[config.mk]
export PLATFORM = sky130hd
export DESIGN_NAME = cp0_unit
export DESIGN_NICKNAME = d
export VERILOG_FILES = /design/src/rtl/cp0_pkg.sv /design/src/rtl/cp0_timer.sv /design/src/rtl/cp0_unit.sv
export SDC_FILE = /design/constraint.sdc
export NUM_CORES = 1
export LEC_CHECK = 0
export CAP_MARGIN = 30
export CORE_ASPECT_RATIO = 0.5
export CORE_UTILIZATION = 58
export CTS_BUF_LIST = sky130_fd_sc_hd__clkbuf_16
export DETAILED_ROUTE_END_ITERATION = 6
export DONT_BUFFER_PORTS = 1
export PLACE_DENSITY = 0.74
export SYNTH_ARGS = -nofsm -noshare
export SYNTH_HDL_FRONTEND = slang
export SYNTH_SLANG_ARGS = --single-unit
[constraint.sdc]
create_clock -name clk -period 2.2 [get_ports clk]
set_input_delay 0.44 -clock clk [delete_from_list [all_inputs] [get_ports clk]]
set_output_delay 0.44 -clock clk [all_outputs]
set_load 0.03 [all_outputs]
[src/rtl/cp0_pkg.sv]
`default_nettype none
// +--------------------------------------------------------------------+
// | cp0_pkg : CP0 register addresses, exception codes, entry vector.   |
// | Revision: 1.0                                                      |
// +--------------------------------------------------------------------+
package cp0_pkg;

  function automatic logic [7:0] cp0_addr(input logic [4:0] rd, input logic [2:0] sel);
    return {rd, sel};
  endfunction

  localparam logic [7:0] c_ADDR_BADVADDR = cp0_addr(5'd8, 3'd0);
  localparam logic [7:0] c_ADDR_COUNT    = cp0_addr(5'd9, 3'd0);
  localparam logic [7:0] c_ADDR_COMPARE  = cp0_addr(5'd11, 3'd0);
  localparam logic [7:0] c_ADDR_STATUS   = cp0_addr(5'd12, 3'd0);
  localparam logic [7:0] c_ADDR_CAUSE    = cp0_addr(5'd13, 3'd0);
  localparam logic [7:0] c_ADDR_EPC      = cp0_addr(5'd14, 3'd0);

  localparam logic [4:0] c_EXC_INT  = 5'd0;
  localparam logic [4:0] c_EXC_ADEL = 5'd4;
  localparam logic [4:0] c_EXC_ADES = 5'd5;
  localparam logic [4:0] c_EXC_SYS  = 5'd8;
  localparam logic [4:0] c_EXC_BP   = 5'd9;
  localparam logic [4:0] c_EXC_RI   = 5'd10;
  localparam logic [4:0] c_EXC_OV   = 5'd12;

  localparam logic [31:0] c_EX_ENTRY_DEFAULT = 32'hBFC0_0380;

endpackage
`default_nettype wire

[src/rtl/cp0_timer.sv]
`default_nettype none
// +--------------------------------------------------------------------+
// | cp0_timer : Count/Compare timer, only built under CP0_TIMER_EN.    |
// | Revision: 1.0                                                      |
// +--------------------------------------------------------------------+
module cp0_timer (
  input  logic        clk,
  input  logic        reset,
  input  logic        count_we,
  input  logic        compare_we,
  input  logic [31:0] wdata,
  output logic [31:0] count,
  output logic [31:0] compare,
  output logic        ti
);

  logic        r_tick;
  logic [31:0] r_count;
  logic [31:0] r_compare;
  logic        r_ti;
  logic [31:0] w_count_inc;

  assign w_count_inc = r_count + 32'd1;

  always_ff @(posedge clk) begin
    if (!reset) begin
      r_tick    <= 1'b0;
      r_count   <= '0;
      r_compare <= '0;
      r_ti      <= 1'b0;
    end else begin
      r_tick <= ~r_tick;
      if (count_we)
        r_count <= wdata;
      else if (r_tick)
        r_count <= w_count_inc;
      if (compare_we)
        r_compare <= wdata;
      // A Compare write acknowledges the interrupt and beats a same-cycle match.
      if (compare_we)
        r_ti <= 1'b0;
      else if (!count_we && r_tick && (w_count_inc == r_compare))
        r_ti <= 1'b1;
    end
  end

  assign count   = r_count;
  assign compare = r_compare;
  assign ti      = r_ti;

endmodule
`default_nettype wire

[src/rtl/cp0_unit.sv]
`default_nettype none
// +--------------------------------------------------------------------+
// | cp0_unit : MIPS-style CP0 (Status/Cause/EPC/BadVAddr, exceptions,  |
// |            ERET, interrupts). Timer enabled by macro CP0_TIMER_EN. |
// | Revision: 1.0                                                      |
// +--------------------------------------------------------------------+
module cp0_unit
  import cp0_pkg::*;
#(
  parameter int          HW_INT_NUM = 6,
  parameter logic [31:0] EX_ENTRY   = c_EX_ENTRY_DEFAULT
) (
  input  logic                  clk,
  input  logic                  reset,
  input  logic                  wb_ex,
  input  logic [4:0]            wb_excode,
  input  logic                  wb_bd,
  input  logic [31:0]           wb_pc,
  input  logic [31:0]           wb_badvaddr,
  input  logic                  eret_flush,
  input  logic                  mtc0_we,
  input  logic [7:0]            mtc0_addr,
  input  logic [31:0]           mtc0_wdata,
  input  logic [7:0]            mfc0_addr,
  output logic [31:0]           mfc0_rdata,
  input  logic [HW_INT_NUM-1:0] hw_int,
  output logic                  int_pending,
  output logic                  pipeline_flush,
  output logic [31:0]           flush_pc,
  output logic [31:0]           epc_out,
  output logic [31:0]           status_out
);

  logic [7:0]  r_im;
  logic        r_exl;
  logic        r_ie;
  logic        r_bd;
  logic [4:0]  r_excode;
  logic [1:0]  r_ip_sw;
  logic [5:0]  r_ip_hw;
  logic [31:0] r_epc;
  logic [31:0] r_badvaddr;
  logic        r_flush;
  logic [31:0] r_flush_pc;

  logic [5:0]  w_hw_ext;
  logic        w_mtc0_ok;
  logic [31:0] w_count;
  logic [31:0] w_compare;
  logic        w_ti;
  logic [7:0]  w_ip;
  logic [31:0] w_status;
  logic [31:0] w_cause;
  logic [31:0] w_rdata;

  generate
    for (genvar i = 0; i < 6; i++) begin : g_hw_ext
      if (i < HW_INT_NUM) begin : g_line
        assign w_hw_ext[i] = hw_int[i];
      end else begin : g_tie
        assign w_hw_ext[i] = 1'b0;
      end
    end
  endgenerate

  // mtc0 loses to any exception or ERET committing in the same cycle.
  assign w_mtc0_ok = mtc0_we & ~wb_ex & ~eret_flush;

`ifdef CP0_TIMER_EN
  cp0_timer u_timer (
    .clk        (clk),
    .reset      (reset),
    .count_we   (w_mtc0_ok && (mtc0_addr == c_ADDR_COUNT)),
    .compare_we (w_mtc0_ok && (mtc0_addr == c_ADDR_COMPARE)),
    .wdata      (mtc0_wdata),
    .count      (w_count),
    .compare    (w_compare),
    .ti         (w_ti)
  );
`else
  assign w_count   = '0;
  assign w_compare = '0;
  assign w_ti      = 1'b0;
`endif

  always_ff @(posedge clk) begin
    if (!reset) begin
      r_im       <= '0;
      r_exl      <= 1'b0;
      r_ie       <= 1'b0;
      r_bd       <= 1'b0;
      r_excode   <= '0;
      r_ip_sw    <= '0;
      r_ip_hw    <= '0;
      r_epc      <= '0;
      r_badvaddr <= '0;
      r_flush    <= 1'b0;
      r_flush_pc <= '0;
    end else begin
      r_ip_hw <= w_hw_ext;
      if (wb_ex) begin
        // Nested exceptions keep the original return point.
        if (!r_exl) begin
          r_epc <= wb_bd ? (wb_pc - 32'd4) : wb_pc;
          r_bd  <= wb_bd;
        end
        r_exl    <= 1'b1;
        r_excode <= wb_excode;
        if ((wb_excode == c_EXC_ADEL) || (wb_excode == c_EXC_ADES))
          r_badvaddr <= wb_badvaddr;
      end else if (eret_flush) begin
        r_exl <= 1'b0;
      end else if (w_mtc0_ok) begin
        case (mtc0_addr)
          c_ADDR_STATUS: begin
            r_im <= mtc0_wdata[15:8];
            r_ie <= mtc0_wdata[0];
          end
          c_ADDR_CAUSE: r_ip_sw <= mtc0_wdata[9:8];
          c_ADDR_EPC:   r_epc   <= mtc0_wdata;
          default: ;
        endcase
      end
      r_flush <= wb_ex | eret_flush;
      if (wb_ex)
        r_flush_pc <= EX_ENTRY;
      else if (eret_flush)
        r_flush_pc <= r_epc;
    end
  end

  assign w_ip     = {r_ip_hw[5] | w_ti, r_ip_hw[4:0], r_ip_sw};
  assign w_status = {9'b0, 1'b1, 6'b0, r_im, 6'b0, r_exl, r_ie};
  assign w_cause  = {r_bd, w_ti, 14'b0, w_ip, 1'b0, r_excode, 2'b0};

  always_comb begin
    w_rdata = '0;
    case (mfc0_addr)
      c_ADDR_BADVADDR: w_rdata = r_badvaddr;
      c_ADDR_COUNT:    w_rdata = w_count;
      c_ADDR_COMPARE:  w_rdata = w_compare;
      c_ADDR_STATUS:   w_rdata = w_status;
      c_ADDR_CAUSE:    w_rdata = w_cause;
      c_ADDR_EPC:      w_rdata = r_epc;
      default:         w_rdata = '0;
    endcase
  end

  assign mfc0_rdata     = w_rdata;
  assign int_pending    = r_ie & ~r_exl & (|(w_ip & r_im));
  assign pipeline_flush = r_flush;
  assign flush_pc       = r_flush_pc;
  assign epc_out        = r_epc;
  assign status_out     = w_status;

endmodule
`default_nettype wire

==> run metrics <==
outcome=complete, but fails checks; failing checks=design-rule violations; mapped cell area=0.00614 sq mm; Max stage delay on crit path=290 ps; post-DR vias/cell=6.18; Worst Reg-to-Reg Cells=6; Post-Syn Instances=688; sequential share of the synthesized area=39.5%; Peak supply drop=634 uV; hold path depth=1; cts bufs inserted=17; most common library cells after synthesis=121 x dfxtp_1, 75 x nand2_1, 45 x nor2_1, 42 x mux2i_1, 38 x clkbuf_1; Final setup viols=0; CTS H-Tree Depth=4; Yosys cell types=64; share of cells above drive strength 1=21.3%; DRC marker count from the first detailed-route iteration=459; TritonCTS clock tree=built; Worst R2R Setup Slack=690 ps; CP max FO=16; Detailed Place HPWL=12.7 mm; Max Freq=474 MHz; Tmin final=2110 ps; All-Layer GR Usage=31.3%; first-pass GRT wire length=25.9 mm; clock sinks=121; P_leak=0.00263 uW; Max-cap violations=0; IO Count=259; Worst slew margin=66.2%; worst-path cell chain=nor4_4, nand2_1, nor4_4, buf_4, buf_12, a22o_1, buf_4; endpoints failing hold=0; Initial DRT Pass Iterations=7; RSZ-0062 raised after global routing=false; vias in the first global route=4572; Internal Pwr Total=4500 uW; gpl congestion=0.834; CP max stage cell=nor4_4; top post-synthesis cells by area=dfxtp_1 39%, mux2i_1 6.9%, nand2_1 4.6%; Post-synth EDFFs=0; Worst EP arrival=1670 ps; die height=74.7 microns; Critical Path End=mfc0_rdata[24]; sw power=1500 uW; Worst-Skew Late Latency=410 ps; worst r2r src=r_exl; skew final=11.3 ps; Ant. Diodes=0; DR WL/cell=21.0 microns; root buffer cell=clkbuf_16; DRC Markers=2; Cell Pwr Density=843 mW/mm^2; antenna violations before repair=0; grt ovf=0; area leader, netlist=dfxtp_1; Worst Tran Pin Value=507 ps; crit start category=input pin; Final ANT Viol Nets=0; largest net degree at the start of global routing=120; Slew Viols, Final=0; prevailing post-synth register cell=dfxtp_1; Switching Fraction=25.1%; most frequent cell after synthesis=dfxtp_1; maximum clock path buffer count=2; Logic pwr share=7.3%; Initial Utilization=59.9%; Die ar.=0.0110 sq mm; WHS=158 ps; Hold WC Path Type=in2reg; Layout Area Growth over Synthesis=15.9%; first element of the critical path=mfc0_addr[2]; Post-synth ARST share=0%; Total Routed Length=17.8 mm; total negative slack=0 ps; row count=26; Worst R2R End=epc_out[30]; nets@finish=825; CP Capture Type=primary output; Die X-Extent=147 microns; Port Buffers=0; Period Utilization, post-route=95.9%; Seq pwr share=41.5%; critical path type=in2out; Post-Syn Area per Cell=8.92 sq um; top cell type's share of synthesized area=39.5%; register bit total from synthesis=121; Worst-path clk slew=60 ps; core area=0.0102 sq mm; Vias=5242; CP Data Required Time=1760 ps; number of synthesis warnings=0; Clock power frac=51.2%
power by group through the flow:
stage               Combinational, uW  Clock [uW]  Sequential [uW]
finish                            438        3070             2490
global route                      478        3220             2500
CTS                               435        3100             2490
detailed placement                433           0             2530
global placement                  424           0             2530
floorplan                         401           0             2520
repair_timing:
item / CTS / global route
setup endpoints to repair: 0 / 33
hold endpoints to repair: 0 / 0
setup buffers: 0 / 1
resized for setup: 0 / 11
hold buffers: 0 / 0
per-stage QoR:
stage	instance area [sq um]	total power, uW	setup slack [ps]	utilization, %	cells
global route	7120	6190	4.98	69.4	848
global placement	6400	2960	49.8	62.5	814
floorplan	6250	2930	3.72	-	708
finish	7120	6000	90.8	69.4	848
CTS	7050	6020	4.24	68.8	846
detailed placement	6400	2970	19.9	62.5	814
worst max-delay path, delay by kind of cell:
kind | cells | cell delay [ps]
compound gates | 1 | 140
buf+inv | 3 | 520
simple gates | 3 | 580
layout make-up:
type	instances	area, sq um
clock buffer	17	425
sequential	121	2420
timing repair buffer	48	415
inverter	11	41.3
multi-input combinational	496	3410
tap	140	175
clock inverter	15	225
fill	796	3130
per-layer routing:
metal	share of wire (%)	routed length, microns	vias up	track usage [%]
met4	1.4	250	0	9.97
met1	43	7590	2499	40.6
met2	45	8090	275	49.2
met5	0	0	-	0
met3	10	1870	26	11.5
li1	-	-	2442	-
state kept, by name, indices dropped and copies added, names as in the netlist:
| name | cells |
|---|---|
| epc_out | 32 |
| flush_pc | 32 |
| pipeline_flush | 1 |
| r_badvaddr | 32 |
| r_bd | 1 |
| r_excode | 5 |
| r_exl | 1 |
| r_ie | 1 |
| r_im | 8 |
| r_ip_hw | 6 |
| r_ip_sw | 2 |
layout by cell type (no fill, tap or decap), types with 7 or more instances in the layout:
cell type  netlist  layout
nor2_1          45      45
dfxtp_1        121     120
xor2_1           7       7
o21a_1          13      13
clkbuf_16        0      18
nor3b_1          9       9
nor2b_1         28      26
buf_4           24      44
nand3_1         13      12
a221o_2          0       8
mux2i_1         42      42
mux2_2          12      12
a22oi_1         10      10
conb_1           2      22
nand2_1         75      75
xnor2_1         14      14
a211oi_1         9       9
nor3_1           9       7
inv_2            0       7
a222oi_1         8       8
o21ai_0         24      24
a31oi_1         10      10
and2_1           9       9
a31o_2           7       7
a22o_2           0      10
a21boi_0        27      27
a21boi_1         7       7
logic make-up after synthesis:
logic type | share of synthesized area, %
xor gates and xnor gates | 3.00
adders and majority gates | 0.204
other | 0.122
DFF | 39.5
AOI/OAI and AO/OA | 19.9
buffers and inverters | 7.79
muxes | 9.05
and+or+nand+nor | 20.4
how the worst min path moves through the flow:
| stage | from | endpoint | slack [ps] |
|---|---|---|---|
| final | reset | flush_pc[25] | 160 |
| after global routing | reset | flush_pc[25] | 140 |
| after CTS | hw_int[5] | r_ip_hw[5] | 150 |
| after detailed placement | r_badvaddr[19] | r_badvaddr[19] | 450 |
| after global placement | r_badvaddr[30] | r_badvaddr[30] | 440 |
| after floorplan | r_badvaddr[4] | r_badvaddr[4] | 430 |
Power figures use the tool's default switching activity.
